$ cat src/rtl/mul_share_arbiter.sv
// Round-robin front end that shares one combinational signed multiplier between two
// requesters, with per-requester response slots and a programmable settle time.
`timescale 1ns/1ps
module mul_share_arbiter #(
    parameter int unsigned WIDTH   = 16,
    parameter int unsigned MUL_LAT = 1      // legal range 1..15
) (
    input  logic                 clk,
    input  logic                 rst,

    input  logic                 req0_valid,
    output logic                 req0_ready,
    input  logic [WIDTH-1:0]     req0_a,
    input  logic [WIDTH-1:0]     req0_b,
    output logic                 rsp0_valid,
    input  logic                 rsp0_ready,
    output logic [2*WIDTH-1:0]   rsp0_result,

    input  logic                 req1_valid,
    output logic                 req1_ready,
    input  logic [WIDTH-1:0]     req1_a,
    input  logic [WIDTH-1:0]     req1_b,
    output logic                 rsp1_valid,
    input  logic                 rsp1_ready,
    output logic [2*WIDTH-1:0]   rsp1_result,

    output logic [WIDTH-1:0]     mul_a,
    output logic [WIDTH-1:0]     mul_b,
    input  logic [2*WIDTH-1:0]   mul_result,

    output logic                 busy,
    output logic [15:0]          op_count
);

    localparam int unsigned CNT_W = 4;

    typedef enum logic {
        IDLE = 1'b0,
        BUSY = 1'b1
    } state_t;

    state_t           state;
    state_t           state_nxt;
    logic [CNT_W-1:0] cnt;
    logic [CNT_W-1:0] cnt_nxt;
    logic             owner;
    logic             last;
    logic             elig0;
    logic             elig1;
    logic             grant0;
    logic             grant1;
    logic             done;

    // A full response slot blocks its requester, even if it drains this cycle.
    assign elig0 = req0_valid & ~rsp0_valid;
    assign elig1 = req1_valid & ~rsp1_valid;

    // Next-state, grant and completion decode.
    always_comb begin
        state_nxt = state;
        cnt_nxt   = cnt;
        grant0    = 1'b0;
        grant1    = 1'b0;
        done      = 1'b0;
        case (state)
            IDLE: begin
                grant0 = elig0 & (~elig1 | last);
                grant1 = elig1 & (~elig0 | ~last);
                if (grant0 | grant1) begin
                    state_nxt = BUSY;
                    cnt_nxt   = CNT_W'(MUL_LAT);
                end
            end
            BUSY: begin
                if (cnt > CNT_W'(1)) begin
                    cnt_nxt = cnt - CNT_W'(1);
                end else begin
                    done      = 1'b1;
                    state_nxt = IDLE;
                end
            end
            default: begin
                state_nxt = IDLE;
            end
        endcase
        if (rst) begin
            grant0 = 1'b0;
            grant1 = 1'b0;
            done   = 1'b0;
        end
    end

    assign req0_ready = grant0;
    assign req1_ready = grant1;

    // State register.
    always_ff @(posedge clk) begin
        if (rst) begin
            state <= IDLE;
            cnt   <= '0;
        end else begin
            state <= state_nxt;
            cnt   <= cnt_nxt;
        end
    end

    // Operand capture, arbitration history and completion counter.
    always_ff @(posedge clk) begin
        if (rst) begin
            mul_a    <= '0;
            mul_b    <= '0;
            owner    <= 1'b0;
            last     <= 1'b1;
            busy     <= 1'b0;
            op_count <= '0;
        end else begin
            busy <= (state_nxt == BUSY);
            if (grant0) begin
                mul_a <= req0_a;
                mul_b <= req0_b;
                owner <= 1'b0;
                last  <= 1'b0;
            end else if (grant1) begin
                mul_a <= req1_a;
                mul_b <= req1_b;
                owner <= 1'b1;
                last  <= 1'b1;
            end
            if (done) begin
                op_count <= op_count + 16'd1;
            end
        end
    end

    // Response slots: a capture never meets a drain of the same slot.
    always_ff @(posedge clk) begin
        if (rst) begin
            rsp0_valid  <= 1'b0;
            rsp0_result <= '0;
            rsp1_valid  <= 1'b0;
            rsp1_result <= '0;
        end else begin
            if (done && !owner) begin
                rsp0_valid  <= 1'b1;
                rsp0_result <= mul_result;
            end else if (rsp0_ready) begin
                rsp0_valid  <= 1'b0;
            end
            if (done && owner) begin
                rsp1_valid  <= 1'b1;
                rsp1_result <= mul_result;
            end else if (rsp1_ready) begin
                rsp1_valid  <= 1'b0;
            end
        end
    end

endmodule
$ cat config.mk
export PLATFORM = sky130hd
export DESIGN_NAME = mul_share_arbiter
export DESIGN_NICKNAME = d
export VERILOG_FILES = /design/src/rtl/mul_share_arbiter.sv
export SDC_FILE = /design/constraint.sdc
export NUM_CORES = 1
export LEC_CHECK = 0
export ABC_AREA = 1
export CAP_MARGIN = 20
export CELL_PAD_IN_SITES_DETAIL_PLACEMENT = 1
export CELL_PAD_IN_SITES_GLOBAL_PLACEMENT = 2
export CORE_ASPECT_RATIO = 0.5
export CORE_MARGIN = 3
export CORE_UTILIZATION = 21
export DETAILED_ROUTE_END_ITERATION = 10
export PLACE_DENSITY = 0.85
export SLEW_MARGIN = 10
export SYNTH_ARGS = -nofsm -noshare
export SYNTH_HDL_FRONTEND = slang
export SYNTH_SLANG_ARGS = --single-unit
$ cat constraint.sdc
create_clock -name clk -period 1.9 [get_ports clk]
set_clock_uncertainty 0.2 [all_clocks]
set_input_delay 0.38 -clock clk [delete_from_list [all_inputs] [get_ports clk]]
set_output_delay 0.38 -clock clk [all_outputs]
set_load 0.05 [all_outputs]
==> After elaboration in Yosys (flattened, before gate mapping) <==
Index checks and enable logic that the tools add are counted.
{ "totals": {"ff_bits": 121, "elab_cells": 60, "output_inout_bits": 117, "in_bits": 102} }
{ "op_classes": {"magnitude_cmp": 1, "bitwise_logic": 13, "n_eq_ne": 2, "reduce_logical": 8, "mux": 23, "addsub": 2} }
{ "ops": {"columns": ["op", "n"], "rows": [
  ["two-way mux 16 bit", 4],
  ["adder 16 x 1 -> 16 bit (second input constant)", 1],
  ["two-way mux 1 bit", 15],
  ["two-way mux 4 bit", 2],
  ["case mux 4 bit (2 select lines)", 1],
  ["inverter 1 bit", 6],
  ["nonzero test 2 bit", 3],
  ["bitwise AND 1 bit", 4],
  ["greater-than comparator 4 x 1 -> 1 bit (second input constant)", 1],
  ["subtractor 4 x 1 -> 4 bit (second input constant)", 1],
  ["OR 1 bit", 3],
  ["logical AND 1 bit", 2],
  ["inequality test 2 x 1 -> 1 bit (second input constant)", 1],
  ["inequality test 2 bit (second input constant)", 1],
  ["case mux 1 bit (2 select lines)", 1],
  ["AND reduction 2 bit", 1],
  ["OR reduction 2 bit", 1],
  ["logical NOT 1 bit", 1]
]} }

==> Logic depth before layout (Yosys ltp) <==
{ "logic_depth": {"word_depth": 9, "depth_mapped": 10, "depth_no_buf": 10} }

==> Least setup slack after synthesis <==
No wires, ideal clock.
{ "synth_path": {"path_type": "reg2out", "start": "reg rsp0_valid", "end": "out req1_ready", "path_slack_ns": -0.348, "t_arrival_ns": 1.668, "required_time_ns": 1.320, "n_path_buf": 0, "path_stages_with_launch": 5, "cell_sequence": "dfxtp_1 -> inv_2 -> nand3_1 -> nand3_1 -> nor2_1"} }
{ "synth_via": {"elab_chain_cells": 7} }
{ "synth_lines": {"columns": ["item", "line", "text"], "rows": [
  ["from (decl)", "15", "output logic rsp0_valid,"],
  ["from (signal assigned)", "138", "rsp0_valid <= 1'b0;"],
  ["from (signal assigned)", "144", "rsp0_valid <= 1'b1;"],
  ["from (signal assigned)", "147", "rsp0_valid <= 1'b0;"],
  ["inverter 1 bit", "55", "assign elig0 = req0_valid & ~rsp0_valid;"],
  ["bitwise AND 1 bit", "55", null],
  ["inverter 1 bit", "68", "grant1 = elig1 & (~elig0 | ~last);"],
  ["OR 1 bit", "68", null],
  ["bitwise AND 1 bit", "68", null],
  ["two-way mux 1 bit", "65", "case (state)"],
  ["two-way mux 1 bit", "86", "if (rst) begin"],
  ["to (decl)", "20", "output logic req1_ready,"]
]} }
No other way between the ends.

==> Final worst setup path <==
{ "layout_path": {"start": "reg rsp0_valid", "end": "out req0_ready"} }
{ "layout_via": {"elab_chain_cells": 5} }
{ "layout_lines": {"columns": ["item", "line", "text"], "rows": [
  ["inverter 1 bit", "55", null],
  ["bitwise AND 1 bit", "55", null],
  ["bitwise AND 1 bit", "67", "grant0 = elig0 & (~elig1 | last);"],
  ["two-way mux 1 bit", "65", null],
  ["two-way mux 1 bit", "86", null],
  ["to (decl)", "12", "output logic req0_ready,"]
]} }
No other way between the ends.

==> impl_metrics.toml <==
[finish]
post-route-util_pct = 38.33
layout_fillers = 2700
layout.area.seq_um2 = 2435
final-instance-count-excl-fill = 1280
post_route_cells_drive_above_1_share_pct = 27.68
areaGrowthSynthToFinish_pct = 73.60
multiInputGateArea_um2 = 2406
design_area_um2 = 8564
nNetsFinal = 1071

[setup_path]
crit_path_max_fanout = 3
worst_ep_required_time_ns = 1.32
critical-path-max-stage-delay_ns = 0.34
critical_path.endpoint_type = "primary output"
critical_path.slowest_cell = "sky130_fd_sc_hd__dfxtp_2"
cp-start-kind = "flop"
path_buf_inv = 2
path_class = "reg -> out"
crit_arrival_ns = 1.33
crit_top_cell = "sky130_fd_sc_hd__nor2_4"
critical_path.top_delay_family = "simple AND/OR/NAND/NOR gates"
crit_chain = "inv_4 -> nand2_4 -> nor2_4 -> nand2_2 -> nor2_4 -> buf_12"

[synthesis]
synthTopCellsByCount = "227 x sky130_fd_sc_hd__nor2_1, 136 x sky130_fd_sc_hd__nand2_1, 121 x sky130_fd_sc_hd__dfxtp_1, 83 x sky130_fd_sc_hd__o21ai_0, 28 x sky130_fd_sc_hd__inv_1"
synth_warnings = 0
syn-num-nets = 812
synth_seq_area_share_pct = 49.10
synth_enable_flop_cells = 0
yosys.cell_count.top_type = "sky130_fd_sc_hd__nor2_1"
postSynth.asyncResetShare_pct = 0
cell_area_after_synthesis_um2 = 4933
ys_dominant_reg_cell = "sky130_fd_sc_hd__dfxtp_1"
synth_top_cell_area_share_pct = 49.10
postSynthAreaPerCell_um2 = 6.978
ys_seq_elements = 121
synth.largest_area_cell = "sky130_fd_sc_hd__dfxtp_1"
synth_cells = 707
post_synth_main_area_contributors = "sky130_fd_sc_hd__dfxtp_1 49%, sky130_fd_sc_hd__nor2_1 17%, sky130_fd_sc_hd__nand2_1 10%, sky130_fd_sc_hd__o21ai_0 8.4%, sky130_fd_sc_hd__inv_1 2.1%"
yosys.cell_types.count = 25

[route]
totalWireLength_mm = 20.60
final_antenna_net_count = 0
num_vias = 5542
detailedRoute.firstPassIterationCount = 4
route.detailed.vias_per_inst = 4.330
drt-initial-drc-count = 191
route.detailed.drc = 0
route.detailed.wl_per_inst_um = 16.09

[power_and_ir_drop]
clkPwrFrac_pct = 35.6
p_leak_nw = 3.876
power.total_mw = 9.221
power_density_nw_per_um2 = 1077
power_switching_share_pct = 36.24
netSwitchingPower_mw = 3.342
seq_power_share_pct = 32.6
power_frac_comb_pct = 31.8
intPower_mw = 5.879
vdd_ir_drop_max_mv = 0.5373

[clock_network]
tritoncts_num_sinks = 121
cts_tree = "yes"
tritoncts.num_buffers = 17
clock_path_buffers = 2
clock_tree.htree_level_count = 4
cts.root.buffer_cell = "sky130_fd_sc_hd__clkbuf_16"
path_clk_slew_ns = 0.06
clock_latency_ns = 0.42
ctsHoldBuffers = 0

[floorplan]
rows = 38
fp.coreArea_um2 = 22350
starting_density_of_the_core_pct = 22.08
floorplan.die_area_um2 = 25480
floorplan.die.height_um = 114.4
die_x_um = 222.8
pin_count = 219

[sta]
max_slew.worst_pin.slew_ns = 0.4705
summed_negative_setup_slack_over_all_endpoints_ns = -0.01379
post-route-worst-setup-slack_ns = -0.01235
timing.final.setup_violations = 2
fin_hold_ws_ns = 0.2693
final-hold-violation-count = 0
layout_worst_path_cycle_share_pct = 100.6
rsz0062_at_grt = "true"
slew-limit-headroom_pct = 68.64
fmax_ghz = 0.5229
finalCriticalPeriod_ns = 1.912
report.final.slew_viol_count = 0

[global_route]
grt_pass1_wl_mm = 30.57
globalRouteOverflowTotal = 0
globalRouteTotalUtil_pct = 15.13
grt_start_max_net_pins = 52
grt_antenna_before_repair = 1
grt_pass1_vias = 5832

[worst_hold_path]
hp-class = "in -> reg"

[placed_design]
dpl.hpwl_mm = 14.60
detailedPlace.worstSlack_ns = -0.3914
routabilityCongestion = 0.7913
number_of_placed_cells_counting_well_taps = 1228
io_buffers = 218
placed_cell_area_um2 = 7530

[flow_run]
timing.max_cap.violations = 0

[status]
result_of_the_run = "finished with violations"
violations = "setup timing"
## placed cells by master (no fill, tap or decap), types with 13 or more instances in the layout
cell type,instances
sky130_fd_sc_hd__a21oi_1,13
sky130_fd_sc_hd__nor2_4,13
sky130_fd_sc_hd__o21ai_1,17
sky130_fd_sc_hd__o21ai_0,82
sky130_fd_sc_hd__nor2_2,24
sky130_fd_sc_hd__nor2_1,195
sky130_fd_sc_hd__buf_4,151
sky130_fd_sc_hd__inv_1,24
sky130_fd_sc_hd__nand2_1,131
sky130_fd_sc_hd__buf_12,17
sky130_fd_sc_hd__clkdlybuf4s50_1,98
sky130_fd_sc_hd__dfxtp_1,115
sky130_fd_sc_hd__clkbuf_16,20
## final cells by class
cell class | count | share of cell area [%]
Clock inverter | 15 | 1.972
Timing Repair Buffer | 277 | 30.55
Multi-Input combinational cell | 517 | 28.09
Clock buffer | 17 | 4.967
Tap cell | 300 | 4.383
Inverter | 32 | 1.578
Antenna cell | 1 | 0.02922
Sequential cell | 121 | 28.43
## state kept, by name, summed over array words and instances, names as in the netlist
signal       cells
busy             1
cnt              4
last             1
mul_a           16
mul_b           16
op_count        16
owner            1
rsp0_result     32
rsp0_valid       1
rsp1_result     32
rsp1_valid       1
## logic make-up (layout without fill, tap and decap cells)
group                    Yosys count  count (layout)  share of synthesized area, %
flip-flops                       121             121                         49.10
buffers and inverters             69             341                         6.036
XOR/XNOR                           1               1                        0.1776
adder cells (fa/ha/maj)            3               3                        0.7609
AO/OA/AOI/OAI                    116             116                         11.95
AND/OR/NAND/NOR                  397             397                         31.98
other                              0               1                             0
## repair_timing
action                                  CTS  global route
resized for setup                        13            66
setup buffers                             8             7
endpoints found under the setup margin    2            80
cloned                                    0             5
pin swaps                                 6             9
## path summary, 6_finish.rpt
kind         startpoint               to  slack, ns  depth (start not counted)
min                 rst             last       0.27                          4
min reg2reg        last             last       0.30                          2
max          rsp0_valid       req0_ready      -0.01                          6
max reg2reg      cnt[0]  rsp0_result[16]       0.06                         10
## metal layers
layer / track usage (%) / routed length, um
met1: 16.07 / 8415
met2: 28.97 / 10790
met3: 3.458 / 633
met4: 6.641 / 752
met5: 0 / 0
## worst register-to-register path: cells and delay by family, from the launching register on
| kind | cells | cell delay [ns] |
|---|---|---|
| adder cells (fa/ha/maj) | 1 | 0.12 |
| flip-flops | 1 | 0.36 |
| buffers and inverters | 4 | 0.45 |
| AND/OR/NAND/NOR | 5 | 0.59 |
## power groups by stage
| stage | sequential (mW) | combinational (mW) | clock (mW) |
|---|---|---|---|
| finish | 3.00 | 2.93 | 3.29 |
| global route | 3.04 | 3.14 | 3.49 |
| CTS | 2.99 | 2.72 | 3.37 |
| detailed placement | 3.04 | 2.67 | 0 |
| global placement | 3.03 | 2.62 | 0 |
| floorplan | 3.83 | 0.753 | 0 |
Power figures use the tool's default switching activity.
